**src/rtl/masar_mac_accum.sv**
```systemverilog
// Frame accumulator downstream of the masar multiplier: sums LEN products into an ACC_W-bit total.
// Build option: define MASAR_ACC_SATURATE_EN to clamp on carry instead of wrapping.
module masar_mac_accum #(
    parameter int PROD_W = 16,
    parameter int ACC_W  = 24,
    parameter int LEN_W  = 8
) (
    input  logic              clk,
    input  logic              rst,
    input  logic              start,
    input  logic [LEN_W-1:0]  len,
    input  logic [PROD_W-1:0] prod,
    input  logic              prod_valid,
    output logic              prod_ready,
    output logic [ACC_W-1:0]  acc_out,
    output logic              acc_valid,
    input  logic              acc_ready,
    output logic              busy,
    output logic              overflow
);

    typedef enum logic [1:0] {
        ST_IDLE,
        ST_ACC,
        ST_DONE
    } state_t;

    state_t             state_reg;
    logic [ACC_W-1:0]   acc_reg;
    logic [ACC_W-1:0]   acc_out_reg;
    logic [LEN_W-1:0]   remaining_reg;
    logic               overflow_reg;
    logic               acc_valid_reg;
    logic               busy_reg;

    logic               beat;
    logic [ACC_W:0]     sum_wide;
    logic               carry;
    logic [ACC_W-1:0]   acc_next;

    assign beat     = prod_valid && (state_reg == ST_ACC);
    assign sum_wide = {1'b0, acc_reg} + {{(ACC_W + 1 - PROD_W){1'b0}}, prod};
    assign carry    = sum_wide[ACC_W];

`ifdef MASAR_ACC_SATURATE_EN
    // Products are unsigned, so once clamped any further carry re-clamps: the frame stays pinned.
    assign acc_next = carry ? {ACC_W{1'b1}} : sum_wide[ACC_W-1:0];
`else
    assign acc_next = sum_wide[ACC_W-1:0];
`endif

    always_ff @(posedge clk or posedge rst) begin
        if (rst) begin
            state_reg     <= ST_IDLE;
            acc_reg       <= '0;
            acc_out_reg   <= '0;
            remaining_reg <= '0;
            overflow_reg  <= 1'b0;
            acc_valid_reg <= 1'b0;
            busy_reg      <= 1'b0;
        end else begin
            case (state_reg)
                ST_IDLE: begin
                    if (start) begin
                        acc_reg      <= '0;
                        overflow_reg <= 1'b0;
                        busy_reg     <= 1'b1;
                        if (len != '0) begin
                            remaining_reg <= len;
                            state_reg     <= ST_ACC;
                        end else begin
                            acc_out_reg   <= '0;
                            acc_valid_reg <= 1'b1;
                            state_reg     <= ST_DONE;
                        end
                    end
                end
                ST_ACC: begin
                    if (beat) begin
                        acc_reg       <= acc_next;
                        remaining_reg <= remaining_reg - 1'b1;
                        if (carry) begin
                            overflow_reg <= 1'b1;
                        end
                        if (remaining_reg == 1) begin
                            acc_out_reg   <= acc_next;
                            acc_valid_reg <= 1'b1;
                            state_reg     <= ST_DONE;
                        end
                    end
                end
                ST_DONE: begin
                    if (acc_ready) begin
                        acc_valid_reg <= 1'b0;
                        busy_reg      <= 1'b0;
                        state_reg     <= ST_IDLE;
                    end
                end
                default: begin
                    state_reg <= ST_IDLE;
                end
            endcase
        end
    end

    assign prod_ready = (state_reg == ST_ACC);
    assign acc_out    = acc_out_reg;
    assign acc_valid  = acc_valid_reg;
    assign busy       = busy_reg;
    assign overflow   = overflow_reg;

endmodule

```
**config.mk**
```make
export PLATFORM = sky130hd
export DESIGN_NAME = masar_mac_accum
export DESIGN_NICKNAME = d
export VERILOG_FILES = /design/src/rtl/masar_mac_accum.sv
export SDC_FILE = /design/constraint.sdc
export NUM_CORES = 1
export LEC_CHECK = 0
export BUFFER_PORTS_ARGS = -buffer_cell sky130_fd_sc_hd__buf_2
export CAP_MARGIN = 5
export CORE_UTILIZATION = 35
export CTS_BUF_LIST = sky130_fd_sc_hd__clkbuf_8
export CTS_CLUSTER_DIAMETER = 120
export DETAILED_ROUTE_END_ITERATION = 10
export PLACE_DENSITY = 0.55
export SLEW_MARGIN = 20
export SYNTH_ARGS = -nofsm -noshare
export SYNTH_HDL_FRONTEND = slang
export SYNTH_SLANG_ARGS = --single-unit
```
**constraint.sdc**
```tcl
create_clock -name clk -period 2.7 [get_ports clk]
set_input_delay 0.27 -clock clk [delete_from_list [all_inputs] [get_ports clk]]
set_output_delay 0.27 -clock clk [all_outputs]
set_load 0.1 [all_outputs]
```
# ---- Word-level counts from Yosys, hierarchy flattened
# Cells that the tools add are included.
dict set report word_totals {
  reg_bits 61
  latchBits 0
  mem_bits_rw 0
  mem_bits_ro 0
  inputBits 29
  out_inout_bits 28
  wordCells 62
  memories 0
}
dict set report classes {
  addsub 2
  mul 0
  n_div 0
  n_lt_le_gt_ge 0
  eq_ne 10
  n_shift 0
  mux 30
  bitwise_logic 0
  reduce_logical 13
}
# cell count
set op_table {}
lappend op_table {{24-bit two-way mux} 6}
lappend op_table {{24-bit one-hot mux with 2 select lines} 2}
lappend op_table {{24-bit by 16-bit adder with 25-bit output} 1}
lappend op_table {{8-bit two-way mux} 3}
lappend op_table {{8-bit one-hot mux with 2 select lines} 1}
lappend op_table {{4-bit AND reduction} 3}
lappend op_table {{2-bit two-way mux} 5}
lappend op_table {{1-bit two-way mux} 9}
lappend op_table {{8-bit by 1-bit equality test with 1-bit output, second input constant} 1}
lappend op_table {{2-bit inequality test, second input constant} 4}
lappend op_table {{8-bit nonzero test} 1}
lappend op_table {{8-bit by 1-bit subtractor with 8-bit output, second input constant} 1}
lappend op_table {{2-bit by 1-bit inequality test with 1-bit output, second input constant} 3}
lappend op_table {{2-bit one-hot mux with 3 select lines} 1}
lappend op_table {{3-bit AND reduction} 2}
lappend op_table {{6-bit AND reduction} 1}
lappend op_table {{5-bit AND reduction} 1}
lappend op_table {{1-bit one-hot mux with 2 select lines} 2}
lappend op_table {{2-bit nonzero test} 2}
lappend op_table {{1-bit one-hot mux with 3 select lines} 1}
lappend op_table {{3-bit nonzero test} 1}
lappend op_table {{2-bit by 1-bit equality test with 1-bit output, second input constant} 1}
lappend op_table {{2-bit equality test, second input constant} 1}
lappend op_table {{2-bit logical NOT} 1}
lappend op_table {{1-bit logical AND} 1}

# ---- Logic depth before layout (Yosys ltp)
dict set report logic_depth {
  word_depth 4
  mapped_depth 9
  ltp_nobuf 7
}

# ---- Least setup slack after synthesis
# No wires, ideal clock.
dict set report synth_timing {
  kind {register to register}
  from {reg state_reg[1]}
  to {reg remaining_reg[6]}
  setup_time_ps 84
  arrival_time_ps 2274
  required_ps 2616
  slack_ps 342
  path_stages_with_launch 8
  n_path_buf 2
  period_less_slack_ps 2358
  path_cell_list {dfrtp_1 -> inv_1 -> nand2_1 -> inv_1 -> clkbuf_1 -> buf_1 -> a21oi_1 -> o22ai_1}
}
dict set report synth_via {
  elab_chain_len 4
  elab_cells_between_ends 9
  classes_between {eq/ne: 4; mux: 1; reduce/logical: 4}
}
# element line
set synth_rtl {}
lappend synth_rtl {{start, declared} 28} ;# state_t state_reg;
lappend synth_rtl {{start signal, assigned} 54} ;# state_reg <= ST_IDLE;
lappend synth_rtl {{start signal, assigned} 70} ;# state_reg <= ST_ACC;
lappend synth_rtl {{start signal, assigned} 74} ;# state_reg <= ST_DONE;
lappend synth_rtl {{2-bit by 1-bit equality test with 1-bit output *} --}
lappend synth_rtl {{named net prod_ready} 14} ;# output logic prod_ready,
lappend synth_rtl {{1-bit logical AND} 41} ;# assign beat = prod_valid && (state_reg == ST_ACC);
lappend synth_rtl {{2-bit by 1-bit inequality test with 1-bit output (no line)} --}
lappend synth_rtl {{4-bit AND reduction (no line)} --}
lappend synth_rtl {{end signal, assigned} 69} ;# remaining_reg <= len;
lappend synth_rtl {{end signal, assigned} 81} ;# remaining_reg <= remaining_reg - 1'b1;
lappend synth_rtl {{end, declared} 31} ;# logic [LEN_W-1:0] remaining_reg;
# Mark *: on every way through the listed nets, which the timed path passes. The rest lies on a longest branch.
# A chain may end at the register's enable or synchronous reset.

# ---- Final worst setup path
dict set report layout_timing {
  from {reg acc_reg[1]}
  to {reg acc_reg[19]}
}
dict set report layout_via {
  elab_chain_len 3
}
# element line
set layout_rtl {}
lappend layout_rtl {{start, declared} 29} ;# logic [ACC_W-1:0] acc_reg;
lappend layout_rtl {{start signal, assigned} 80} ;# acc_reg <= acc_next;
lappend layout_rtl {{24-bit by 16-bit adder with 25-bit output} 42} ;# assign sum_wide = {1'b0, acc_reg} + {{(ACC_W + 1 - PROD_W){1'b0}}, prod};
lappend layout_rtl {{24-bit two-way mux} 79} ;# if (beat) begin
lappend layout_rtl {{24-bit one-hot mux with 2 select lines} 62} ;# case (state_reg)
# Every way passes these cells. The select of a mux whose other input is x is not followed.

==> metrics.txt <==
outcome=finished, final reports clean; final hold vios=0; pre-CTS WS=212.8 ps; CTS Buf Count=9; dpl cell area=4188 µm²; Final Skew=7.909 ps; Hold WC Path Type=primary input to register; Crit Reg-Reg Endpoint=acc_reg[19]$_DFFE_PP0P_; fin. max-slew vios=0; reg2reg start=acc_reg[1]$_DFFE_PP0P_; Int Power=2.788 mW; worst endpoint required time=2930 ps; pwr dens=1259 nW/µm²; Via density=5.353; IR drop worst, VDD=471.3 µV; Pleak=2.090 nW; commonest non-fill, non-tap cells in the layout=nand2_1 (63), dfrtp_1 (61), buf_2 (55); HPWL Detailed=7138 µm; PortBufs=56; Vias=3324; RSZ-0062 raised after global routing=false; fin area=4442 µm²; slowest stage cell, crit path=or4b_1; Setup crit start kind=register; DR pass1 iterations=5; Site Rows=37; antenna viol nets, final=0; Die H=105.5 µm; WHS Path Cells=2; TritonCTS clock tree=done; Seq/Total Area, Yosys=0.4072; Worst Path Max Fanout=5; Hold Slack=113.2 ps; Initial Utilization=0.3615; RePlAce Congestion=0.8593; later-pin clock latency in the skew report=350 ps; setup TNS after final layout=0 ps; minimum period implied by the final worst setup slack=2487 ps; Slowest Stage Delay on Critical Path=540 ps; CTS Sinks=61; largest net degree at the start of global routing=39; Routed WL=9658 µm; final core utilization=0.4283; core footprint=10370 µm²; share of cells above drive strength 1=0.2062; Hold EP=state_reg[1]$_DFFE_PP0P_; number of DRC markers in iteration 0=129; Hold Buf Count CTS=1; post-synth cell types=62; worst slew pin tran=588.3 ps; sw power=2.806 mW; #FFs+latches synth=61; fmax=0.4021 GHz; EDFF count, synth=0; DR WL/cell=15.55 µm; Post CTS Setup Buffer Count=0; Reg2Reg Depth=7; Die ar.=11130 µm²; max cap viols=0; Final Cycle Share=0.9210; Comb power frac=0.553; clock buffer depth=2; Clock Power Share=0.179; Cells after Synth=429; final setup vio count=0; Final WS setup=213.3 ps; root buffer selected by CTS=clkbuf_8; first-pass GRT wire length=16600 µm; Mapped Area=3749 µm²; DIE WIDTH=105.5 µm; ant diodes=0; DRC viols=0; H-tree Lvls=3; all-layer global routing usage=0.1898; Mean Syn Cell Area=8.738 µm²; synth-to-layout area growth=18.49%; ys async rst share=1.000; I/O pin count=57; leading cell type in the layout, fill and taps excluded=nand2_1; grt ovf=0; worst hold start=acc_ready; Net Count, Synth=477; WS Path Type=register to register; initial antenna violation count=0; Worst-path clk slew=70 ps; Synth warnings=0; R2R Setup Slk=210 ps; sequential share of power=0.268; crit path cell chain=ha_1, a21oi_1, nand4b_1, a211oi_2, nor4b_1, or4b_1, mux2_2; Most used DFF post-synth=dfrtp_1; critical path data arrival time=2720 ps; switching fraction of total power=0.5016; critical path endpoint category=register; relative slew slack=0.6073; Resized Gates After CTS=0; nets=528; number of global-route vias before repair=3342
## Yosys cell counts, types with 6 or more instances
| cell | count | share of area |
|---|---|---|
| nand2_1 | 63 | 0.063 |
| dfrtp_1 | 61 | 0.41 |
| o21ai_0 | 43 | 0.057 |
| a21oi_1 | 27 | 0.036 |
| nor2_1 | 25 | 0.025 |
| ha_1 | 18 | 0.060 |
| o31ai_1 | 18 | 0.036 |
| clkbuf_1 | 14 | 0.014 |
| inv_1 | 14 | 0.014 |
| nand3_1 | 14 | 0.019 |
| xnor2_1 | 12 | 0.028 |
| nor3_1 | 10 | 0.013 |
| a21o_1 | 8 | 0.016 |
| buf_2 | 8 | 0.011 |
| nand4_1 | 8 | 0.013 |
| xor2_1 | 6 | 0.014 |
## kinds of logic (layout without fill, tap and decap cells)
logic type / count (synthesis) / after routing / synth area share
flip-flops: 61 / 61 / 0.4072
AO/OA/AOI/OAI: 136 / 136 / 0.2353
AND/OR/NAND/NOR: 151 / 151 / 0.1936
multiplexers: 3 / 3 / 0.008678
XOR/XNOR: 18 / 18 / 0.04206
buffers and inverters: 41 / 97 / 0.04773
adder cells (fa/ha/maj): 19 / 19 / 0.06542
## how the worst max path moves through the flow
stage | startpoint | endpoint | slack [ps] | cells past startpoint
5_1_grt | acc_reg[1]$_DFFE_PP0P_ | acc_reg[19]$_DFFE_PP0P_ | 50 | 7
3_5_place_dp | acc_reg[1]$_DFFE_PP0P_ | acc_reg[19]$_DFFE_PP0P_ | 210 | 7
3_3_place_gp | acc_reg[1]$_DFFE_PP0P_ | acc_reg[19]$_DFFE_PP0P_ | 240 | 7
2_1_floorplan | state_reg[1]$_DFFE_PP0P_ | remaining_reg[6]$_DFFE_PP0P_ | 340 | 7
4_1_cts | acc_reg[1]$_DFFE_PP0P_ | acc_reg[19]$_DFFE_PP0P_ | 200 | 7
6_report | acc_reg[1]$_DFFE_PP0P_ | acc_reg[19]$_DFFE_PP0P_ | 210 | 7
## per-layer routing
metal / track usage / part of all wire
met3: 0.04638 / 0.058
met1: 0.2457 / 0.46
met2: 0.3073 / 0.46
met5: 0 / 0
met4: 0.06944 / 0.015
## per-stage QoR
| stage | total power [mW] | std cells |
|---|---|---|
| 6_report | 5.594 | 621 |
| 5_1_grt | 6.002 | 621 |
| 4_1_cts | 5.631 | 621 |
| 3_5_place_dp | 4.614 | 604 |
| 3_3_place_gp | 4.574 | 604 |
| 2_1_floorplan | 3.989 | 429 |
## power groups by stage
stage	sequential (mW)	clock, mW	combinational [mW]
after detailed placement	1.52	0	3.09
final	1.50	1.00	3.09
after global routing	1.55	1.06	3.39
after global placement	1.50	0	3.07
after floorplan	2.37	0	1.62
after CTS	1.50	1.02	3.10
## cell type report
| cell class | count | area, µm² |
|---|---|---|
| clock inverters | 3 | 65.06 |
| multi-input cells | 327 | 2043 |
| repair buffers | 67 | 405.4 |
| fillers | 1092 | 5928 |
| clock buffers | 13 | 178.9 |
| flip-flops and latches | 61 | 1526 |
| well taps | 136 | 170.2 |
| inverters | 14 | 52.55 |
## critical path, delay by kind of cell, from the launching register on
family | cells | cell delay, ps
AO/OA/AOI/OAI | 2 | 460
AND/OR/NAND/NOR | 3 | 940
adder cells (fa/ha/maj) | 1 | 290
multiplexers | 1 | 280
flip-flops | 1 | 410
Power figures use the tool's default switching activity.
